===== src/rtl/interrupt_cont_gen.sv =====
// interrupt_cont_gen: parametrised multi-source interrupt controller.
// Each source has mask, edge/level mode and polarity; edge events latch into
// PEND (write-1-to-clear via STATUS, test injection via SET). Bus strobes are
// registered once and a write fires on the rising edge of the synced Wr.
// Optional feature macro: INTCONT_VECTOR_EN enables the VECTOR register
// (lowest pending+unmasked source index); when undefined VECTOR reads 0.
module interrupt_cont_gen #(
    parameter int NUM_SRC     = 16,
    parameter int SYNC_STAGES = 2
) (
    input  logic               Clk,
    input  logic               Reset,
    input  logic [3:0]         Addr,
    output logic [15:0]        DataRd,
    input  logic [15:0]        DataWr,
    input  logic               En,
    input  logic               Rd,
    input  logic               Wr,
    input  logic [NUM_SRC-1:0] IntSrc,
    output logic               IntReq
);

    localparam logic [3:0] ADDR_MASK   = 4'd0;
    localparam logic [3:0] ADDR_STATUS = 4'd1;
    localparam logic [3:0] ADDR_RAW    = 4'd2;
    localparam logic [3:0] ADDR_MODE   = 4'd3;
    localparam logic [3:0] ADDR_POL    = 4'd4;
    localparam logic [3:0] ADDR_SET    = 4'd5;
    localparam logic [3:0] ADDR_VECTOR = 4'd6;

    // Bus strobe synchronisation
    logic [3:0] addr_sync;
    logic       en_sync;
    logic       wr_sync;
    logic       wr_sync_prev;
    logic       wr_pos;

    // Source path state
    logic [SYNC_STAGES-1:0][NUM_SRC-1:0] src_sync;
    logic [NUM_SRC-1:0] a_prev;
    logic [NUM_SRC-1:0] mask;
    logic [NUM_SRC-1:0] mode;
    logic [NUM_SRC-1:0] pol;
    logic [NUM_SRC-1:0] pend;

    // Next-state and decode signals
    logic [NUM_SRC-1:0] wr_data;
    logic [NUM_SRC-1:0] mask_n;
    logic [NUM_SRC-1:0] mode_n;
    logic [NUM_SRC-1:0] pol_n;
    logic [NUM_SRC-1:0] pend_n;
    logic [NUM_SRC-1:0] active;
    logic [NUM_SRC-1:0] edge_hit;
    logic [NUM_SRC-1:0] w1c;
    logic [NUM_SRC-1:0] set_bits;
    logic [NUM_SRC-1:0] cfg_chg;
    logic [NUM_SRC-1:0] pend_act;
    logic [15:0]        vector_word;

    // Rd is part of the bus bundle but carries no information for this block.
    logic unused_inputs;
    assign unused_inputs = ^{Rd, DataWr};

    // Zero-extend a per-source vector into a 16-bit register read word.
    function automatic logic [15:0] widen(input logic [NUM_SRC-1:0] v);
        logic [15:0] r;
        r = '0;
        r[NUM_SRC-1:0] = v;
        return r;
    endfunction

    assign wr_pos   = wr_sync & ~wr_sync_prev & en_sync;
    assign wr_data  = DataWr[NUM_SRC-1:0];
    assign active   = src_sync[SYNC_STAGES-1] ^ pol;
    assign edge_hit = active & ~a_prev;
    assign pend_act = pend & mask;

    // Decode the single-cycle write pulse into register updates and PEND next state.
    always_comb begin
        mask_n   = mask;
        mode_n   = mode;
        pol_n    = pol;
        w1c      = '0;
        set_bits = '0;
        if (wr_pos) begin
            case (addr_sync)
                ADDR_MASK:   mask_n   = wr_data;
                ADDR_STATUS: w1c      = wr_data;
                ADDR_MODE:   mode_n   = wr_data;
                ADDR_POL:    pol_n    = wr_data;
                ADDR_SET:    set_bits = wr_data;
                default:     ;
            endcase
        end
        // Reconfigured bits restart from a clean pending state; set beats clear.
        cfg_chg = (mode ^ mode_n) | (pol ^ pol_n);
        pend_n  = ~cfg_chg & ((mode & ((pend & ~w1c) | edge_hit | set_bits)) |
                              (~mode & active));
    end

    // Register bus strobes once; a held Wr gives one rising edge only.
    always_ff @(posedge Clk) begin
        if (Reset) begin
            addr_sync    <= '0;
            en_sync      <= 1'b0;
            wr_sync      <= 1'b0;
            wr_sync_prev <= 1'b0;
        end else begin
            addr_sync    <= Addr;
            en_sync      <= En;
            wr_sync      <= Wr;
            wr_sync_prev <= wr_sync;
        end
    end

    // Synchronise sources, update config/pending registers and the request flop.
    always_ff @(posedge Clk) begin
        if (Reset) begin
            src_sync <= '0;
            a_prev   <= '0;
            mask     <= '0;
            mode     <= '0;
            pol      <= '0;
            pend     <= '0;
            IntReq   <= 1'b0;
        end else begin
            src_sync <= {src_sync[SYNC_STAGES-2:0], IntSrc};
            // Reload history with the post-write polarity so a POL change
            // cannot look like an edge on the following cycle.
            a_prev   <= src_sync[SYNC_STAGES-1] ^ pol_n;
            mask     <= mask_n;
            mode     <= mode_n;
            pol      <= pol_n;
            pend     <= pend_n;
            IntReq   <= |pend_act;
        end
    end

`ifdef INTCONT_VECTOR_EN
    logic [3:0] vec_idx;

    // Priority encoder: scanning downward leaves the lowest active index.
    always_comb begin
        vec_idx = '0;
        for (int i = NUM_SRC - 1; i >= 0; i--) begin
            if (pend_act[i]) vec_idx = 4'(i);
        end
    end

    assign vector_word = (|pend_act) ? {1'b1, 11'b0, vec_idx} : 16'h0000;
`else
    assign vector_word = 16'h0000;
`endif

    // Read mux is combinational on the raw bus address.
    always_comb begin
        DataRd = 16'h0000;
        case (Addr)
            ADDR_MASK:   DataRd = widen(mask);
            ADDR_STATUS: DataRd = widen(pend_act);
            ADDR_RAW:    DataRd = widen(pend);
            ADDR_MODE:   DataRd = widen(mode);
            ADDR_POL:    DataRd = widen(pol);
            ADDR_VECTOR: DataRd = vector_word;
            default:     DataRd = 16'h0000;
        endcase
    end

endmodule


===== config.mk =====
export PLATFORM = sky130hd
export DESIGN_NAME = interrupt_cont_gen
export DESIGN_NICKNAME = d
export VERILOG_FILES = /design/src/rtl/interrupt_cont_gen.sv
export SDC_FILE = /design/constraint.sdc
export NUM_CORES = 1
export LEC_CHECK = 0
export CAP_MARGIN = 30
export CORE_MARGIN = 10
export CORE_UTILIZATION = 40
export CTS_BUF_LIST = sky130_fd_sc_hd__clkbuf_16
export CTS_CLUSTER_SIZE = 16
export DETAILED_ROUTE_END_ITERATION = 12
export MAX_ROUTING_LAYER = met4
export PLACE_DENSITY = 0.72
export REMOVE_ABC_BUFFERS = 1
export SLEW_MARGIN = 20
export SYNTH_ARGS = -nofsm -noshare
export SYNTH_HDL_FRONTEND = slang
export SYNTH_SLANG_ARGS = --single-unit

===== constraint.sdc =====
create_clock -name Clk -period 1.7 [get_ports Clk]
set_input_delay 0.34 -clock Clk [delete_from_list [all_inputs] [get_ports Clk]]
set_output_delay 0.34 -clock Clk [all_outputs]
set_load 0.05 [all_outputs]

==> After elaboration in Yosys (flattened, before gate mapping) <==
Index checks and enable logic that the tools add are counted.
{ "totals": {"n_memories": 0, "ram_bits": 0, "wordCells": 54, "in_bits": 41, "mem_bits_ro": 0, "reg_bits": 120, "latch_bits": 0} }
{ "op_classes": {"shifts": 0, "order_cmp": 0, "addsub": 0, "eq_ne": 8, "n_reduce_logical": 4, "div_mod_pow": 0, "mux": 9, "bitwise": 21, "mul": 0} }
{ "ops": {"columns": ["cell", "count"], "rows": [
  ["16-bit 2-to-1 mux", 8],
  ["16-bit AND", 6],
  ["16-bit case mux with 5 select lines", 1],
  ["16-bit NOT", 4],
  ["16-bit bitwise OR", 4],
  ["16-bit XOR", 4],
  ["16-bit OR reduction", 1],
  ["4-bit by 2-bit equality test with 1-bit output, second input constant", 3],
  ["4-bit by 3-bit equality test with 1-bit output, second input constant", 3],
  ["4-bit by 1-bit equality test with 1-bit output, second input constant", 2],
  ["4-bit zero test", 2],
  ["1-bit AND", 2],
  ["2-bit AND reduction", 1],
  ["1-bit NOT", 1]
]} }

==> Longest topological paths before layout <==
{ "depth": {"word_depth": 11, "depth_mapped": 7, "mapped_depth_nobuf": 4} }

==> Least setup slack after synthesis <==
No wires, ideal clock.
{ "synth_path": {"path_kind": "input to output", "startpoint": "input port Addr[1]", "endpoint": "output port DataRd[0]", "t_arrival_ps": 2282, "path_buffers": 1, "required_time_ps": 1360, "setup_slack_ps": -922, "path_stages": 4, "cell_sequence": "nor4_2 -> clkbuf_1 -> a21oi_1 -> o21ai_0"} }
{ "synth_between": {"elab_chain_len": 2} }
{ "synth_rtl": {"columns": ["element", "line", "text"], "rows": [
  ["start: declaration", "13", "input logic [3:0] Addr,"],
  ["4-bit by 3-bit equality test with 1-bit output (tied with other cells)", "158", "case (Addr)"],
  ["16-bit case mux with 5 select lines (*)", "158", null],
  ["end: declaration", "14", "output logic [15:0] DataRd,"]
]} }
Mark *: on every way between the ends. The rest lies on a longest branch, timed or not.

==> Worst setup path in the final report <==
{ "layout_path": {"startpoint": "input port Addr[2]", "endpoint": "output port DataRd[10]"} }
The elaborated chain is that of the path after synthesis.

==> results by stage <==
Global route:
- Across every metal layer, demand over resource in global routing totals 16.3%.
- The largest net degree at the start of global routing is 46.
- The met2 global-route usage is 26.2%.
- The met1 routing resource usage after global routing is roughly 18%.
- The number of antenna violations at the first check in global routing is 2.
- met2 is the most crowded layer.
- The fraction of met3 tracks used by global routing is 5.17%.
- The first global-routing pass estimated around 24,000 µm of wire.
- The number of global-route vias before repair is 4,676.
- For this run the aggregate overflow at the end of global routing stands at 0.

Critical path:
- For the worst setup path, the data required time is approximately 1.4 ns.
- The worst setup path is launched from an input port.
- Together, buffers and inverters on the worst path number 6.
- The setup path with the least slack is of type in2out.
- The cell that appears most often on the critical path is buf_6.
- The largest fanout on the critical path is 6.
- The signal on the critical path passes through buf_8 -> buf_6 -> buf_6 -> nor4_4 -> buf_6 -> a21oi_2 -> o21ai_1 -> buf_4 -> buf_12.
- For the worst setup path, the data arrival time is 1.63 ns.
- The cell type of the slowest stage on the worst timing path is nor4_4.
- The cell family contributing the most delay on the critical path is buffers and inverters.
- On the worst path, the slowest cell contributes a delay of ~0.26 ns.
- STA classifies the critical path endpoint as a primary output.
- The setup slack on the worst flop-to-flop path is -0.03 ns.

Status:
- The run finished, with violations left.
- The checks that failed: negative setup slack.

Power:
- The proportion of power drawn by combinational gates is between 7 and 8%.
- In this run the power spent charging and discharging nets is ~1.5 mW.
- The overall power of the completed layout is 6.93 mW.
- In this run the power density over the cells is 912 nW/µm².
- Of the total power, registers draw 42.3%.
- The internal power contribution is 5.43 mW.
- The peak supply drop is 0.692 mV.
- In this run switching power makes up between 20 and 25% of total power.
- The power share of the clock group is 49.9%.
- In this run the static leakage power is around 3 nW.

Logic synthesis:
- The synthesis warning total is 0.
- After synthesis, flip-flops and latches occupy 44.1% of the total area.
- The share of synthesized area in the top cell type comes to between 40 and 50%.
- By area the synthesized netlist is led by dfxtp_1 (44%), xnor2_1 (7.7%), nor2b_1 (6.4%).
- The biggest area contributor in the post-synthesis netlist is dfxtp_1.
- The post-synthesis cell type count is 36.
- The mapped cell area is approximately 5400 µm².
- In this run the mean area of a mapped cell was 9.03 µm².
- The synthesized design contains between 100 and 150 register bits.
- In the synthesized netlist, the number of instances is 603.

Detailed routing:
- The total DRC errors in the routed layout is 0.
- The final route contains 4,852 vias.
- Using the TritonRoute via totals, the vias-per-cell ratio works out to around 5.5.
- The routed wirelength normalized by instance count is 17.4 µm.
- The number of iterations in the first detailed-routing pass is 5.
- The wire length reported by the detailed router is roughly 15,000 µm.
- The detail route stage leaves a number of antenna-violating nets equal to 0.
- The detailed router finished its first iteration with 435 violations.

Timing:
- The sum of negative setup slack is -3.73 ns.
- The ratio of final minimum period to clock period is 116%.
- The upper clock frequency limit is 507 MHz.
- After layout, the minimum clock period comes to 1.97 ns.
- The clock skew is 0.00593 ns.
- Setup violations remaining at the end of the flow were counted as 19.
- The normalized max-slew margin is between 70% and 80%.
- Setup repair after global routing could not meet its margin everywhere.
- The final number of max-transition violations is 0.
- The count of endpoints failing hold in the final timing report is 0.
- In the post-route analysis, the smallest setup slack over all paths is -0.272 ns.
- The worst hold slack is 0.213 ns.
- For the pin with the worst max-slew slack, the measured transition is 0.394 ns.

Clock tree:
- The H-tree was split into 4 levels.
- The deepest clock path buffer count is 2.
- The clock-pin slew on the worst setup and hold paths is 0.05 ns.
- For this design, the sink count on the clock tree is 120.
- The tree is rooted in a clkbuf_16.
- The number of buffers added by the clock tree synthesis step is 17.
- TritonCTS built the clock tree.
- The clock latency reported for the late side of the worst-skew pair is slightly above 0.4 ns.

Floorplanning:
- 58 I/O pins were placed.
- The starting utilization of the core area is 41.0%.
- The core outline area is 13,300 µm².
- The die extent in x is 137 µm.
- The count of standard-cell rows is 42.
- From bottom edge to top edge, the die measures between 100 and 150 µm.
- The die covers around 19,000 µm².

Cells and area:
- From synthesis to final layout, the design area changed by 39.5%.
- The share of cells above drive strength 1 is 22.0%.
- Excluding fillers, the count of instances in the completed layout stands at 877.
- Cells fill 57.1% of the core in the end.
- The layout net count is 727.

Place:
- The global placement routability congestion is approximately 0.85.
- After legalization and detailed placement, the total HPWL measured 9970 µm.
- After detailed placement, the design holds a cell count of 839.
- The quantity of I/O buffers inserted on ports is 56.

Worst hold path:
- In this run the worst hold path is classified as in2reg.

Flow run:
- The tool flagged a number of max-cap violations equal to 0.
layer usage:
| metal | part of all wire, % | up-vias | wire (µm) |
|---|---|---|---|
| met5 | 0 | - | 0 |
| met4 | 3.4 | 0 | 525 |
| met3 | 7.1 | 45 | 1080 |
| met2 | 49 | 194 | 7470 |
| met1 | 40 | 2319 | 6140 |
| li1 | - | 2294 | - |
final cells by class:
class / count / area, µm²
sequential: 120 / 2400
timing repair buffer: 116 / 1350
fill: 1088 / 5700
clock inverter: 15 / 144
clock buffer: 17 / 425
inverter: 16 / 60.1
antenna: 2 / 5.00
tap: 176 / 220
multi-input combinational: 415 / 2990
flip-flops by register name (all words and copies together), names as in the netlist:
name and cells:
mode 16, en_sync 1, pol 16, wr_sync 1
pend 16, src_sync 32, wr_sync_prev 1, IntReq 1
addr_sync 4, mask 16, a_prev 16
timing repair:
item                                    CTS  global route
endpoints found under the setup margin   19            33
gates cloned                              1             2
hold buffers                              0             0
setup buffers                             2             4
pin swaps                                 7            25
resized for setup                        65            43
power by group through the flow:
stage	Combinational (mW)	Sequential [mW]	Clock, mW
floorplan	0.182	2.98	0
global placement	0.470	2.99	0
detailed placement	0.484	2.99	0
CTS	0.505	2.93	3.52
global route	0.580	2.94	3.66
finish	0.539	2.93	3.46
synth_stat cells:
| master | count |
|---|---|
| a31oi_1 | 17 |
| a22oi_1 | 2 |
| nand3_1 | 1 |
| nor2_1 | 49 |
| a311oi_1 | 16 |
| nor3b_2 | 1 |
| mux2_2 | 5 |
| nor2b_1 | 56 |
| buf_6 | 3 |
| clkbuf_2 | 1 |
| buf_1 | 3 |
| nor4b_2 | 3 |
| nand3b_1 | 1 |
| o21ai_1 | 2 |
| buf_4 | 1 |
| buf_2 | 5 |
| a21oi_1 | 48 |
| clkbuf_1 | 39 |
| a221oi_1 | 3 |
| dfxtp_1 | 120 |
| and4bb_1 | 1 |
| mux2i_1 | 32 |
| nand2_1 | 48 |
| a222oi_1 | 16 |
| and4b_1 | 1 |
| nor3_1 | 16 |
| mux2_1 | 11 |
| o22ai_1 | 16 |
| xnor2_1 | 48 |
| inv_1 | 16 |
| nor4_2 | 1 |
| a22o_1 | 3 |
| and3_1 | 2 |
| nor4bb_1 | 1 |
| nand3_4 | 1 |
| o21ai_0 | 14 |
through the flow:
| stage | setup slack (ns) | area [µm²] |
|---|---|---|
| global route | -0.350 | 7600 |
| global placement | -0.854 | 6680 |
| finish | -0.272 | 7600 |
| detailed placement | -0.882 | 6680 |
| floorplan | -1.06 | 5220 |
| CTS | -0.283 | 7360 |
path summary, 6_finish.rpt:
check | cells after the start | from | to
max reg2reg | 6 | addr_sync[3] | pend[11]
max | 9 | Addr[2] | DataRd[10]
min | 2 | Addr[0] | addr_sync[0]
min reg2reg | 1 | src_sync[1] | src_sync[17]
kinds of logic (layout without fill, tap and decap cells):
family | count (synthesis) | count (layout) | synth area share [%]
multiplexers | 48 | 48 | 9.19
AO/OA/AOI/OAI | 137 | 137 | 16.4
XOR/XNOR | 48 | 48 | 7.72
AND/OR/NAND/NOR | 182 | 182 | 17.3
buffers and inverters | 68 | 164 | 5.31
other | 0 | 2 | 0
flip-flops | 120 | 120 | 44.1
placed cells by master (no fill, tap or decap), types with 4 or more instances in the layout:
cell / instances
nand2_1: 48
buf_12: 24
a222oi_1: 16
clkdlybuf4s50_1: 34
mux2_1: 11
nor2b_1: 56
nor2_1: 49
xnor2_1: 48
clkinv_1: 4
mux2_2: 5
clkinv_2: 4
o21ai_2: 15
buf_4: 39
mux2i_1: 29
dfxtp_1: 120
a21oi_1: 40
o22ai_1: 16
a311oi_1: 12
inv_1: 19
nor3_1: 13
a21oi_2: 6
clkbuf_16: 18
buf_6: 16
a31oi_1: 17
worst register-to-register path, cell delays in order (launching register included):
cell,delay (ns)
dfxtp_1,0.30
and4bb_4,0.37
buf_6,0.12
and4b_2,0.35
buf_12,0.16
a311oi_2,0.11
nor3_2,0.23
Power figures use the tool's default switching activity.
